--- config.mk ---
export PLATFORM = sky130hd
export DESIGN_NAME = legv8_main_control_fsm
export DESIGN_NICKNAME = d
export VERILOG_FILES = /design/src/rtl/legv8_main_control_fsm_pkg.sv /design/src/rtl/legv8_main_control_fsm_opcode_decode.sv /design/src/rtl/legv8_main_control_fsm.sv
export SDC_FILE = /design/constraint.sdc
export NUM_CORES = 1
export LEC_CHECK = 0
export CAP_MARGIN = 30
export CORE_AREA = 2 2 39 41
export CTS_BUF_LIST = sky130_fd_sc_hd__clkbuf_2
export DETAILED_ROUTE_END_ITERATION = 7
export DIE_AREA = 0 0 41 43
export DONT_BUFFER_PORTS = 1
export SLEW_MARGIN = 20
export SYNTH_ARGS = -nofsm -noshare
export SYNTH_HDL_FRONTEND = slang
export SYNTH_SLANG_ARGS = --single-unit
--- constraint.sdc ---
create_clock -name clk -period 1.93 [get_ports clk]
set_clock_uncertainty 0.1 [all_clocks]
set_input_delay 0.0965 -clock clk [delete_from_list [all_inputs] [get_ports clk]]
set_output_delay 0.0965 -clock clk [all_outputs]
set_load 0.01 [all_outputs]
--- src/rtl/legv8_main_control_fsm_pkg.sv ---
// Shared constants for the LEGv8 multi-cycle main control unit:
// opcode patterns, ALUOp encodings, state encodings and decode class bundle.
package legv8_main_control_fsm_pkg;

    localparam logic [10:0] OP_ADD   = 11'b10001011000;
    localparam logic [10:0] OP_SUB   = 11'b11001011000;
    localparam logic [10:0] OP_AND   = 11'b10001010000;
    localparam logic [10:0] OP_ORR   = 11'b10101010000;
    localparam logic [10:0] OP_LDUR  = 11'b11111000010;
    localparam logic [10:0] OP_STUR  = 11'b11111000000;
    localparam logic [7:0]  OP_CBZ8  = 8'b10110100;
    localparam logic [7:0]  OP_CBNZ8 = 8'b10110101;
    localparam logic [5:0]  OP_B6    = 6'b000101;

    localparam logic [1:0] ALUOP_ADD = 2'b00;
    localparam logic [1:0] ALUOP_CB  = 2'b01;
    localparam logic [1:0] ALUOP_R   = 2'b10;

    typedef enum logic [3:0] {
        S_IDLE   = 4'd0,
        S_FETCH  = 4'd1,
        S_DECODE = 4'd2,
        S_EXEC_R = 4'd3,
        S_WB_R   = 4'd4,
        S_ADDR   = 4'd5,
        S_MEM_RD = 4'd6,
        S_WB_LD  = 4'd7,
        S_MEM_WR = 4'd8,
        S_CB     = 4'd9,
        S_BR     = 4'd10,
        S_TRAP   = 4'd11
    } state_t;

    typedef struct packed {
        logic r;
        logic ld;
        logic st;
        logic cb;
        logic b;
        logic cbnz;
        logic illegal;
    } op_class_t;

endpackage

--- src/rtl/legv8_main_control_fsm_opcode_decode.sv ---
// Combinational opcode classifier for the main control unit.
// CBNZ decodes as its own class only when CTRL_CBNZ_EN is defined.
module legv8_opcode_decode
    import legv8_main_control_fsm_pkg::*;
(
    input  logic [10:0] opcode,
    output op_class_t   cls
);

    logic w_r;
    logic w_ld;
    logic w_st;
    logic w_cb;
    logic w_b;
    logic w_cbnz;

    assign w_r  = (opcode == OP_ADD) || (opcode == OP_SUB) ||
                  (opcode == OP_AND) || (opcode == OP_ORR);
    assign w_ld = (opcode == OP_LDUR);
    assign w_st = (opcode == OP_STUR);
    assign w_cb = (opcode[10:3] == OP_CBZ8);
    assign w_b  = (opcode[10:5] == OP_B6);

`ifdef CTRL_CBNZ_EN
    assign w_cbnz = (opcode[10:3] == OP_CBNZ8);
`else
    assign w_cbnz = 1'b0;
`endif

    always_comb begin
        cls         = '0;
        cls.r       = w_r;
        cls.ld      = w_ld;
        cls.st      = w_st;
        cls.cb      = w_cb;
        cls.b       = w_b;
        cls.cbnz    = w_cbnz;
        cls.illegal = ~(w_r | w_ld | w_st | w_cb | w_b | w_cbnz);
    end

endmodule

--- src/rtl/legv8_main_control_fsm.sv ---
// LEGv8 multi-cycle main control FSM with mem_ready wait states.
// Optional CBNZ support is enabled by defining CTRL_CBNZ_EN.
module legv8_main_control_fsm
    import legv8_main_control_fsm_pkg::*;
#(
    parameter int STATE_W = 4
) (
    input  logic               clk,
    input  logic               rst_n,
    input  logic [10:0]        opcode,
    input  logic               zero,
    input  logic               mem_ready,
    output logic               ALUOp0,
    output logic               ALUOp1,
    output logic               Reg2Loc,
    output logic               ALUSrc,
    output logic               MemtoReg,
    output logic               RegWrite,
    output logic               MemRead,
    output logic               MemWrite,
    output logic               IRWrite,
    output logic               pc_write,
    output logic               pc_src,
    output logic               illegal_op,
    output logic [STATE_W-1:0] state_dbg
);

    state_t     r_state;
    state_t     w_next;
    op_class_t  w_cls;
    logic [1:0] w_aluop;
    logic       w_taken;

    legv8_opcode_decode u_dec (
        .opcode (opcode),
        .cls    (w_cls)
    );

    assign w_taken = (w_cls.cb & zero) | (w_cls.cbnz & ~zero);

    always_ff @(posedge clk or negedge rst_n) begin
        if (!rst_n) begin
            r_state <= S_IDLE;
        end else begin
            r_state <= w_next;
        end
    end

    always_comb begin
        w_next     = r_state;
        w_aluop    = ALUOP_ADD;
        Reg2Loc    = 1'b0;
        ALUSrc     = 1'b0;
        MemtoReg   = 1'b0;
        RegWrite   = 1'b0;
        MemRead    = 1'b0;
        MemWrite   = 1'b0;
        IRWrite    = 1'b0;
        pc_write   = 1'b0;
        pc_src     = 1'b0;
        illegal_op = 1'b0;
        unique case (r_state)
            S_IDLE: w_next = S_FETCH;
            S_FETCH: begin
                MemRead = 1'b1;
                if (mem_ready) begin
                    IRWrite  = 1'b1;
                    pc_write = 1'b1;
                    w_next   = S_DECODE;
                end
            end
            S_DECODE: begin
                Reg2Loc = w_cls.st | w_cls.cb | w_cls.cbnz;
                unique case (1'b1)
                    w_cls.r:                w_next = S_EXEC_R;
                    w_cls.ld, w_cls.st:     w_next = S_ADDR;
                    w_cls.cb, w_cls.cbnz:   w_next = S_CB;
                    w_cls.b:                w_next = S_BR;
                    default:                w_next = S_TRAP;
                endcase
            end
            S_EXEC_R: begin
                w_aluop = ALUOP_R;
                w_next  = S_WB_R;
            end
            S_WB_R: begin
                w_aluop  = ALUOP_R;
                RegWrite = 1'b1;
                w_next   = S_FETCH;
            end
            S_ADDR: begin
                ALUSrc = 1'b1;
                w_next = w_cls.ld ? S_MEM_RD : S_MEM_WR;
            end
            S_MEM_RD: begin
                ALUSrc  = 1'b1;
                MemRead = 1'b1;
                if (mem_ready) w_next = S_WB_LD;
            end
            S_WB_LD: begin
                RegWrite = 1'b1;
                MemtoReg = 1'b1;
                w_next   = S_FETCH;
            end
            S_MEM_WR: begin
                ALUSrc   = 1'b1;
                Reg2Loc  = 1'b1;
                MemWrite = 1'b1;
                if (mem_ready) w_next = S_FETCH;
            end
            S_CB: begin
                w_aluop  = ALUOP_CB;
                Reg2Loc  = 1'b1;
                pc_write = w_taken;
                pc_src   = w_taken;
                w_next   = S_FETCH;
            end
            S_BR: begin
                pc_write = 1'b1;
                pc_src   = 1'b1;
                w_next   = S_FETCH;
            end
            S_TRAP: illegal_op = 1'b1;
            default: w_next = S_IDLE;
        endcase
    end

    assign ALUOp1    = w_aluop[1];
    assign ALUOp0    = w_aluop[0];
    assign state_dbg = STATE_W'(r_state);

endmodule
Yosys cells after proc, flatten, opt, wreduce, memory -nomap -nowiden
Cells that the tools add are included.
W data, S select, Z words.
{"block": "word_totals", "wordCells": 56, "regBits": 4, "input_bits": 15}
{"block": "op_classes", "eq_ne": 22, "n_reduce_logical": 12, "n_bitwise": 3, "mux": 18}
{"op": "$eq A11 B11 Y1 const B", "count": 6}
{"op": "$pmux W4 S8", "count": 1}
{"op": "$eq A4 B3 Y1 const B", "count": 4}
{"op": "$eq A4 B4 Y1 const B", "count": 4}
{"op": "$mux W4", "count": 4}
{"op": "$pmux W4 S4", "count": 1}
{"op": "$reduce_or A2 Y1", "count": 5}
{"op": "$eq A4 B2 Y1 const B", "count": 2}
{"op": "$eq A8 B8 Y1 const B", "count": 1}
{"op": "$mux W1", "count": 8}
{"op": "$eq A6 B3 Y1 const B", "count": 1}
{"op": "$ne A2 B2 Y1 const B", "count": 3}
{"op": "$reduce_or A5 Y1", "count": 1}
{"op": "$eq A4 B1 Y1 const B", "count": 1}
{"op": "$logic_not A4 Y1", "count": 1}
{"op": "$pmux W1 S2", "count": 2}
{"op": "$pmux W2 S2", "count": 1}
{"op": "$reduce_and A4 Y1", "count": 1}
{"op": "$logic_or A1 B1 Y1", "count": 3}
{"op": "$pmux W1 S3", "count": 1}
{"op": "$reduce_or A3 Y1", "count": 1}
{"op": "$and A1 B1 Y1", "count": 1}
{"op": "$not A1 Y1", "count": 1}
{"op": "$or A1 B1 Y1", "count": 1}

Longest topological paths before layout
{"block": "logic_depth", "ltp_word": 6, "mapped_depth": 6}

Modules after synthesis
Synthesis repeated with hierarchy kept, for this count alone.
{"block": "hier_totals", "cells_unflattened": 94, "hier_area_um2": 638.1}
{"module": "legv8_main_control_fsm", "cells_per_inst": 68, "seq_area_each_um2": 100.1, "n_inst": 1, "area_each_um2": 476.7}
{"module": "legv8_opcode_decode", "cells_per_inst": 26, "seq_area_each_um2": 0.0, "n_inst": 1, "area_each_um2": 161.4}

Worst setup path before layout
Ideal clock, no wire load.
{"block": "synth_timing", "path_kind": "register to output", "startpoint": "register r_state[0], in the netlist state_dbg[0]", "endpoint": "output port pc_write", "slack_ps": 402, "n_path_buf": 1, "t_required_ps": 1734, "arrival_time_ps": 1332, "path_stages_with_launch": 6, "cell_sequence": "dfrtp_1 > nor2b_1 > buf_2 > a41oi_1 > nor2_1 > or2_2"}
{"block": "synth_between", "elab_chain_cells": 2, "elab_cells_between_ends": 4}
{"element": "from (decl)", "line": "legv8_main_control_fsm.sv:28", "source": "state_t r_state;"}
{"element": "from (signal assigned)", "line": "legv8_main_control_fsm.sv:45", "source": "r_state <= w_next;"}
{"element": "$eq A4 B4 Y1 or $eq A4 B1 Y1 (tied branches)", "line": "legv8_main_control_fsm.sv:62", "source": "unique case (r_state)"}
{"element": "$pmux W1 S3 *", "line": "legv8_main_control_fsm.sv:62"}
{"element": "to (decl)", "line": "legv8_main_control_fsm.sv:22", "source": "output logic pc_write,"}
Every way passes the cells marked *; elsewhere a longest branch is shown, timed or not.

Worst setup path after layout
Ends and elaborated chain as after synthesis.

==> metrics.txt <==
routed len/inst 15.7 µm; pre-CTS setup slack 0.293 ns; I/O pins 31; status complete, no violations; via/cell ratio 6.08; Logic pwr share 0.724; Clock Latency Late Sink 0.20 ns; synthesis-to-layout area growth 13.5%; crit-path cells nor2b_1, buf_4, a41oi_1, nor2_1, or2_2; Tot Pwr 0.955 mW; Seq/Total Area, Yosys 0.166; Tightest Pin Transition 0.373 ns; dpl cell area 647 µm²; setup TNS 0 ns; setup violators final 0; post-synthesis xor/xnor area fraction 0; GRT Residual Overflow 0; leading area contributor after synthesis dfrtp_1; main combinational cell family by area after synthesis simple AND/OR/NAND/NOR gates; CP Class reg2out; DPL Wire Length 1.22 mm; dominant cells by area after synthesis dfrtp_1 17%, nand3b_1 5.0%, nor2_1 4.4%; Mapped Nets 93; Adder-Cell Fraction of Synth Area 0; Core Util, Final 0.494; Worst Path Required 1.73 ns; H-tree depth 1; fraction of registers with async set or reset after synthesis 1.00; drt drc 0; # diodes 0; Max Transition Viols Final 0; max-cap viol count 0; FF+latch count, synth 4; number of distinct library cells after synthesis 41; max_slew headroom 0.749; r2r endpoint state_dbg[1]; Post-synth EDFFs 0; Worst IR Drop VDD 0.551 mV; Int Power 0.463 mW; via count of the routed design 608; Register-to-Register Path Depth 5; core area 1380 µm²; CTS tree done; antenna violations before repair 0; Sw Ratio 0.516; vias in the first global route 584; TritonCTS Sinks 4; # rows 14; top_reg_cell synth dfrtp_1; Bufs on Longest Clock Path 2; WHS Endpoint state_dbg[0]; unrepaired setup endpoints after global routing false; Final Hold Fails 0; simple-gate portion of the synthesized area 0.443; Synth Area per Inst 7.72 µm²; CP arrival 1.57 ns; Setup crit start kind flop; slowest stage delay, CP 0.45 ns; most frequent cells in the layout 7 x nor2_1, 7 x buf_4, 5 x nand2_1, 5 x a21oi_1, 5 x o21ai_0; antenna-violating nets left 0; period utilization 0.915; reg2reg start state_dbg[0]; 1st-iter DRT viols 14; design area 683 µm²; YS warnings 0; CP endpoint kind primary output; worst setup margin 0.163 ns; hold_sp mem_ready; Seq pwr share 0.197; Tmin final 1.77 ns; Mapped Cells 78; die area 1760 µm²; R2R Setup Slk 0.32 ns; clock tree root driver cell clkbuf_2; hold path cells 3; CP Max Fanout 9; GRT Util Overall 0.202; critical path's top delay family simple AND/OR/NAND/NOR gates; share of post-route cells with drive strength above 1 0.226; Clk network pwr share 0.079; Num CTS Buffers 3; f_max 566 MHz; Placer Congestion 0.815; Synth top area share 0.166; Initial Util 0.435; Largest register FFs 4; CP bufs+invs 1; pin count of the biggest net entering global routing 12; Synth Area in Compound Gates 0.299; die extent in x 41 µm; Setup Buffers After CTS 0; first-pass GRT wire length 2.45 mm; Hold WC Path Type in2reg; nets 101; Pwr per Cell Area 1400 nW/µm²; mux contribution to synthesized area 0.0333; first drt pass iteration count 4; Crit-path slowest cell dfrtp_1; Reg clk slew, reported paths 0.05 ns; final wirelength 1.57 mm; LEAKAGE 0.302 nW; switching power 0.493 mW; PortBufs 0; Cell Area, Synth 602 µm²; die height 43 µm
cell usage after synthesis (all sizes together), types with 2 or more instances:
cell,n
nor3b,3
mux2i,2
a21oi,5
a21o,2
and2b,2
dfrtp,4
nor3,3
clkbuf,3
and2,2
nand3b,4
and3,2
nand2b,3
nor2b,2
buf,3
o21ai,5
a31oi,3
inv,2
nand2,5
nor2,8
a22oi,2
worst reg2reg max path, cell delays in order (launching register included):
cell,delay (ns)
dfrtp_1,0.45
nor2b_1,0.18
buf_4,0.17
a22oi_4,0.19
o2111ai_1,0.12
a32o_1,0.28
metal layers:
layer,global-route usage,vias up,share of wire
met3,0.0209,2,0.064
met2,0.325,19,0.52
li1,-,304,-
met5,0,-,0
met4,0.100,0,0.0089
met1,0.252,283,0.40
metrics by stage:
stage,instances,hold WS (ns)
3_5_place_dp,95,-0.299
5_1_grt,100,0.0225
4_1_cts,100,0.0280
3_3_place_gp,95,-0.299
6_report,100,0.0295
2_1_floorplan,78,-0.299
logic make-up after synthesis:
group,count (synthesis)
simple gates,39
compound gates,25
flops,4
buf+inv,8
mux,2
final cells by class:
cell class,count,area [µm²]
well taps,16,20.0
flip-flops and latches,4,101
clock buffers,3,15.0
inverters,2,7.51
multi-input cells,66,467
repair buffers,9,72.6
fillers,145,701
what timing repair did:
item	4_1_cts	5_1_grt
hold endpoints to repair	5	0
setup endpoints to repair	0	1
hold buffers	2	0
gates resized for setup	0	1
worst max-delay path by stage:
stage          depth (start not counted)          from           end  slack (ns)
2_1_floorplan                          5  state_dbg[0]      pc_write        0.40
4_1_cts                                3  state_dbg[2]        ALUOp1        0.11
5_1_grt                                5  state_dbg[0]      pc_write        0.05
3_5_place_dp                           5  state_dbg[2]  state_dbg[3]        0.29
3_3_place_gp                           4  state_dbg[2]  state_dbg[1]        0.30
6_report                               5  state_dbg[0]      pc_write        0.16
power by group through the flow:
stage / Clock [mW] / Combinational (mW) / Sequential, mW
final: 0.0753 / 0.692 / 0.188
after global routing: 0.0873 / 0.750 / 0.200
after CTS: 0.0752 / 0.693 / 0.187
after detailed placement: 0 / 0.685 / 0.189
after global placement: 0 / 0.688 / 0.186
after floorplan: 0 / 0.541 / 0.182
No activity file was read; power rests on OpenSTA's default activity.
